[config.mk]
export PLATFORM = sky130hd
export DESIGN_NAME = mcp_b_arb
export DESIGN_NICKNAME = d
export VERILOG_FILES = /design/src/rtl/mcp_pkg.sv /design/src/rtl/mcp_tgl_sync.sv /design/src/rtl/mcp_b_arb.sv
export SDC_FILE = /design/constraint.sdc
export NUM_CORES = 1
export LEC_CHECK = 0
export ABC_AREA = 0
export CELL_PAD_IN_SITES_DETAIL_PLACEMENT = 2
export CELL_PAD_IN_SITES_GLOBAL_PLACEMENT = 2
export CORE_UTILIZATION = 29
export DETAILED_ROUTE_END_ITERATION = 12
export HOLD_SLACK_MARGIN = 0.15
export PLACE_DENSITY = 0.91
export SLEW_MARGIN = 0
export SYNTH_ARGS = -nofsm -noshare
export SYNTH_HDL_FRONTEND = slang
export SYNTH_SLANG_ARGS = --single-unit
[constraint.sdc]
create_clock -name clk_b -period 3.1 [get_ports clk_b]
set_clock_uncertainty 0.1 [all_clocks]
set_input_delay 0.465 -clock clk_b [delete_from_list [all_inputs] [get_ports clk_b]]
set_output_delay 0.465 -clock clk_b [all_outputs]
set_load 0.05 [all_outputs]
[src/rtl/mcp_pkg.sv]
// -----------------------------------------------------------------------------
// mcp_pkg
// Shared definitions for the B side of the multi-cycle-path (MCP) handshake.
//   state_t   : B-side FSM encoding (WAIT=0, READY=1)
//   DW_DEF    : default payload width
//   NREQ_DEF  : default number of B-domain consumers
//   TMO_DEF   : default idle-timeout count (used only with MCP_B_ARB_TIMEOUT_EN)
// -----------------------------------------------------------------------------
package mcp_pkg;

  typedef enum logic {
    WAIT  = 1'b0,
    READY = 1'b1
  } state_t;

  localparam int DW_DEF   = 8;
  localparam int NREQ_DEF = 4;
  localparam int TMO_DEF  = 16;

endpackage

[src/rtl/mcp_tgl_sync.sv]
// -----------------------------------------------------------------------------
// mcp_tgl_sync
// Brings an A-domain request toggle into clk_b through a two-flop synchroniser
// and converts every level change into a one-cycle pulse using a history flop.
// Ports:
//   clk_b  in   B-domain clock
//   rstn_b in   asynchronous active-low reset
//   tgl    in   toggle from the A domain (asynchronous to clk_b)
//   pulse  out  one-cycle pulse per toggle edge (s2 XOR s3)
// -----------------------------------------------------------------------------
module mcp_tgl_sync (
  input  logic clk_b,
  input  logic rstn_b,
  input  logic tgl,
  output logic pulse
);

  logic s1_reg;
  logic s2_reg;
  logic s3_reg;

  always_ff @(posedge clk_b or negedge rstn_b) begin
    if (!rstn_b) begin
      s1_reg <= 1'b0;
      s2_reg <= 1'b0;
      s3_reg <= 1'b0;
    end else begin
      s1_reg <= tgl;
      s2_reg <= s1_reg;
      s3_reg <= s2_reg;
    end
  end

  // s2 is the first metastability-safe copy; s3 remembers the previous level.
  assign pulse = s2_reg ^ s3_reg;

endmodule

[src/rtl/mcp_b_arb.sv]
// -----------------------------------------------------------------------------
// mcp_b_arb
// B-domain receiver of a toggle-based MCP handshake. A payload announced by an
// A-side toggle is captured and held, then handed to exactly one of NREQ
// consumers chosen round-robin. The grant is a one-cycle load strobe and
// toggles the acknowledge back to the A domain.
//
// Optional feature macro: MCP_B_ARB_TIMEOUT_EN
//   When defined, a payload left unclaimed (READY with req==0) for TMO cycles
//   is discarded: drop pulses, the ack toggles and the FSM returns to WAIT.
//   When undefined, drop is tied low and READY persists until a grant.
//
// Ports:
//   clk_b      in   B-domain clock
//   rstn_b     in   asynchronous active-low reset
//   a_req_tgl  in   request toggle from the A domain
//   a_data     in   [DW]   payload, stable while a request is outstanding
//   b_ack_tgl  out  acknowledge toggle to the A domain (direct flop output)
//   req        in   [NREQ] per-consumer load requests
//   gnt        out  [NREQ] one-hot grant (one-cycle load)
//   bvalid     out  held payload available
//   bdata      out  [DW]   held payload
//   err        out  sticky protocol-violation flag
//   drop       out  one-cycle timeout-discard pulse
// -----------------------------------------------------------------------------
module mcp_b_arb
  import mcp_pkg::*;
#(
  parameter int DW   = DW_DEF,
  parameter int NREQ = NREQ_DEF,
  parameter int TMO  = TMO_DEF
) (
  input  logic            clk_b,
  input  logic            rstn_b,
  input  logic            a_req_tgl,
  input  logic [DW-1:0]   a_data,
  output logic            b_ack_tgl,
  input  logic [NREQ-1:0] req,
  output logic [NREQ-1:0] gnt,
  output logic            bvalid,
  output logic [DW-1:0]   bdata,
  output logic            err,
  output logic            drop
);

  localparam int PW = (NREQ > 1) ? $clog2(NREQ) : 1;

  logic            b_en;
  state_t          state_reg;
  state_t          state_next;
  logic [DW-1:0]   bdata_reg;
  logic            ack_reg;
  logic            ack_next;
  logic            err_reg;
  logic            err_next;
  // ptr_reg holds the index with the highest priority for the next grant.
  logic [PW-1:0]   ptr_reg;
  logic [PW-1:0]   ptr_next;
  logic [NREQ-1:0] gnt_c;
  logic [PW-1:0]   gnt_idx;
  logic            capture;

`ifdef MCP_B_ARB_TIMEOUT_EN
  localparam int TW = (TMO > 1) ? $clog2(TMO) : 1;
  logic [TW-1:0]   cnt_reg;
  logic [TW-1:0]   cnt_next;
  logic            drop_reg;
  logic            drop_next;
`endif

  mcp_tgl_sync u_sync (
    .clk_b  (clk_b),
    .rstn_b (rstn_b),
    .tgl    (a_req_tgl),
    .pulse  (b_en)
  );

  // Round-robin pick: scan from ptr_reg upward with wrap, first set request wins.
  always_comb begin
    logic          found;
    logic [PW-1:0] idx;
    gnt_c   = '0;
    gnt_idx = ptr_reg;
    found   = 1'b0;
    idx     = '0;
    if (state_reg == READY) begin
      for (int i = 0; i < NREQ; i++) begin
        idx = PW'((int'(ptr_reg) + i) % NREQ);
        if (!found && req[idx]) begin
          gnt_c[idx] = 1'b1;
          gnt_idx    = idx;
          found      = 1'b1;
        end
      end
    end
  end

  // Next-state and control decode.
  always_comb begin
    state_next = state_reg;
    ack_next   = ack_reg;
    err_next   = err_reg;
    ptr_next   = ptr_reg;
    capture    = 1'b0;
`ifdef MCP_B_ARB_TIMEOUT_EN
    cnt_next   = '0;
    drop_next  = 1'b0;
`endif
    case (state_reg)
      WAIT: begin
        if (b_en) begin
          capture    = 1'b1;
          state_next = READY;
        end
      end
      READY: begin
        // A new toggle before the held word was consumed is a protocol
        // violation; it is flagged and otherwise ignored.
        if (b_en) begin
          err_next = 1'b1;
        end
        if (req != '0) begin
          state_next = WAIT;
          ack_next   = ~ack_reg;
          ptr_next   = (gnt_idx == PW'(NREQ - 1)) ? '0 : gnt_idx + PW'(1);
        end
`ifdef MCP_B_ARB_TIMEOUT_EN
        else if (cnt_reg == TW'(TMO - 1)) begin
          state_next = WAIT;
          ack_next   = ~ack_reg;
          drop_next  = 1'b1;
        end else begin
          cnt_next = cnt_reg + TW'(1);
        end
`endif
      end
      default: state_next = WAIT;
    endcase
  end

  always_ff @(posedge clk_b or negedge rstn_b) begin
    if (!rstn_b) begin
      state_reg <= WAIT;
    end else begin
      state_reg <= state_next;
    end
  end

  always_ff @(posedge clk_b or negedge rstn_b) begin
    if (!rstn_b) begin
      bdata_reg <= '0;
      ack_reg   <= 1'b0;
      err_reg   <= 1'b0;
      ptr_reg   <= '0;
`ifdef MCP_B_ARB_TIMEOUT_EN
      cnt_reg   <= '0;
      drop_reg  <= 1'b0;
`endif
    end else begin
      if (capture) begin
        bdata_reg <= a_data;
      end
      ack_reg <= ack_next;
      err_reg <= err_next;
      ptr_reg <= ptr_next;
`ifdef MCP_B_ARB_TIMEOUT_EN
      cnt_reg  <= cnt_next;
      drop_reg <= drop_next;
`endif
    end
  end

  assign bvalid    = (state_reg == READY);
  assign bdata     = bdata_reg;
  assign gnt       = gnt_c;
  assign b_ack_tgl = ack_reg;
  assign err       = err_reg;
`ifdef MCP_B_ARB_TIMEOUT_EN
  assign drop      = drop_reg;
`else
  assign drop      = 1'b0;
`endif

endmodule

==> results.md <==
- Area used by multi-input combinational logic: between 600 and 700 µm²
- Leak Pwr: ~0.62 nW
- Nets: approximately 150
- RePlAce Congestion: between 0.7 and 0.8
- Synth top area cells: dfrtp_1 (39%), mux2_2 (8.7%), ha_1 (8.5%)
- DR DRC count: 0
- Cell-internal power: roughly 900 µW
- Slew @ Worst Pin: between 0.6 and 0.7 ns
- R2R depth: 8
- Starting density of the core: a little under a third
- Top post-synthesis cells by count: dfrtp_1 (16), nor2_1 (12), mux2_2 (8)
- Slew Limit Fails: 0
- Register area share after synthesis: just under 40%
- Power share of the clock group: under 10%
- Reg power frac: between 10% and 20%
- Syn_area_per_cell: 11.3 µm²
- First-pass GRT wire length: approximately 4.6 mm
- Die Y: between 60 and 70 µm
- Total of fill cells in the finished design: approximately 390
- Period utilization: 96.4%
- Yosys warning total: 0
- Max stage delay on crit path: ~0.56 ns
- Longest Clk Path Bufs: 2
- Ports: 31
- Worst vdd rail ir drop: between 0.4 and 0.5 mV
- Hold Crit Class: flip-flop to flip-flop
- Worst Path Class, Setup: primary input to output pin
- Biggest area consumer among synthesized cells: dfrtp_1
- Gr usage total: between 15 and 20%
- Max Cap Violations: 0
- WL/cell: between 15 and 20 µm
- Number of vias per cell: a little over 5
- Grt total ovfl: 0
- Worst-path clk slew: 0.08 ns
- Synth Cell Area: just over 1000 µm²
- Finished Cell Area: ~1500 µm²
- Outcome: complete, no violations
- CTS sink cnt: 16
- Max Fclk: ~0.33 GHz
- Synthesized net count: about 110
- Min Hold Slack: approximately 0.26 ns
- Antenna cells: 0
- Cell variety after synth: 34
- Max FO, Critical Path: 4
- Worst Path Required: around 2.5 ns
- Min-Delay Path Depth: 0
- Max_slew headroom: a little over half
- Drt initial violations: 30
- Setup TNS: 0 ns
- Count leader, synth: dfrtp_1
- # hold bufs at CTS: 0
- Comb pwr share: approximately 75%
- Max reg flops: 8
- FF/Latch Area: approximately 400 µm²
- Share of cells above drive strength 1: 24.2%
- Switching Fraction: between 40% and 50%
- Initial antenna violation count: 0
- Core Rows: 21
- Clock Latency Late Sink: between 0.2 and 0.3 ns
- CTS tree: built
- Area Growth Syn to Fin: 45.6%
- Final count of negative-setup-slack endpoints: 0
- Slowest cell on the critical path: mux4_1
- HPWL Detailed: ~2.2 mm
- Post-layout util: 44.6%
- Final wirelength: just under 3 mm
- Startpoint types: primary input
- H-tree depth: 1
- CP Data Arrival Time: between 2 and 2.5 ns
- Final Power: between 1.5 and 2 mW
- Vias in the first global route: ~950
- Top cell type's share of synthesized area: between 30% and 40%
- Crit end category: output pin
- EDFF count, synth: 0
- 1st-pass router iterations: 4
- Number of CTS-inserted buffers: 3
- Die X-Extent: just over 60 µm
- CP dominant cell by count: nor2_1
- Power density over cell area: 1180 nW/µm²
- Net Switching: ~870 µW
- Buffers on Ports: 29
- FF+latch count, synth: 16
- Final hold viol count: 0
- Die Footprint: about 3800 µm²
- Synth Flop Type: dfrtp_1
- Routed Antenna Nets: 0
- CP Cell Sequence: clkdlybuf4s50_1 > mux4_1 > nor2b_4 > a22oi_1 > nor2_1 > a221oi_1 > nor2_1 > buf_12
- Clock root buffer: clkbuf_4
- Largest net degree at the start of global routing: 17
- Post-DP Area: between 1000 and 1500 µm²
- Via Count: approximately 900
- Final Critical Period: about 3 ns
- Core area: 3360 µm²
- Mapped Cells: slightly above 90
- Async SR Flop Fraction: 100%
[power groups by stage]
stage          Combinational [mW]  Sequential (mW)  Clock, mW
6_report                     1.32            0.347      0.104
5_1_grt                      1.41            0.361      0.111
4_1_cts                      1.27            0.351      0.109
3_5_place_dp                 1.26            0.354          0
3_3_place_gp                 1.20            0.343          0
2_1_floorplan               0.588            0.600          0
[metal layers]
layer / global-route usage [%] / vias up / routed length (µm) / share of wire, %
met4: 5.71 / 0 / 19 / 0.66
met1: 20.1 / 452 / 1110 / 39
li1: - / 405 / - / -
met5: 0 / - / 0 / 0
met2: 30.9 / 27 / 1650 / 57
met3: 3.15 / 2 / 109 / 3.8
[area by class of cell]
type | count | area share (%)
flip-flops and latches | 16 | 26.7
well taps | 46 | 3.83
multi-input cells | 67 | 40.1
inverters | 4 | 1.00
clock buffers | 3 | 1.50
repair buffers | 38 | 26.9
[stage by stage]
step / cells / worst slack, ns
5_1_grt: 174 / -0.0195
4_1_cts: 171 / 0.0173
3_3_place_gp: 168 / 0.113
3_5_place_dp: 168 / -0.0698
6_report: 174 / 0.113
2_1_floorplan: 91 / 0.0207
[layout by cell type, fill, tap and decap left out, types with 2 or more instances in the layout]
cell,n
clkbuf_4,3
a22oi_1,4
a221oi_1,4
nand2_1,2
mux4_2,2
inv_1,4
nor3b_1,2
and3b_1,2
clkdlybuf4s50_1,24
ha_1,6
nor2_1,12
o21a_1,2
dfrtp_1,16
mux2_2,8
buf_12,4
xnor2_1,4
buf_4,8
[worst max-delay path, delay by kind of cell]
family,cells,cell delay [ns]
mux,1,0.56
simple gates,3,0.36
compound gates,2,0.42
buf+inv,2,0.62
[worst paths after layout]
check,startpoint,endpoint,slack [ns]
max in group asynchronous,rstn_b,u_sync.s3_reg$_DFF_PN0_,1.97
worst max register to register,ptr_reg[0]$_DFFE_PN0P_,ptr_reg[1]$_DFFE_PN0P_,0.72
min in group asynchronous,rstn_b,bdata[1]$_DFFE_PN0P_,0.49
worst min-delay path,u_sync.s1_reg$_DFF_PN0_,u_sync.s2_reg$_DFF_PN0_,0.26
worst max-delay path,req[3],gnt[0],0.11
worst min register to register,u_sync.s1_reg$_DFF_PN0_,u_sync.s2_reg$_DFF_PN0_,0.26
[kinds of logic after synthesis]
group           Yosys count  share of synthesized area (%)
xor+xnor                  5                           4.25
fa+ha+maj                 7                           8.49
other cells               1                          0.364
compound gates           19                           14.9
flops                    16                           38.8
simple gates             23                           11.7
mux                      12                           16.7
buf+inv                   8                           4.73
[what timing repair did]
| item | 4_1_cts | 5_1_grt |
|---|---|---|
| gates resized for setup | 1 | 4 |
| setup buffers | 0 | 3 |
| cloned | 0 | 0 |
| pin swaps | 0 | 1 |
| endpoints found under the hold margin | 0 | 0 |
| endpoints found under the setup margin | 4 | 4 |
Power figures use the tool's default switching activity.
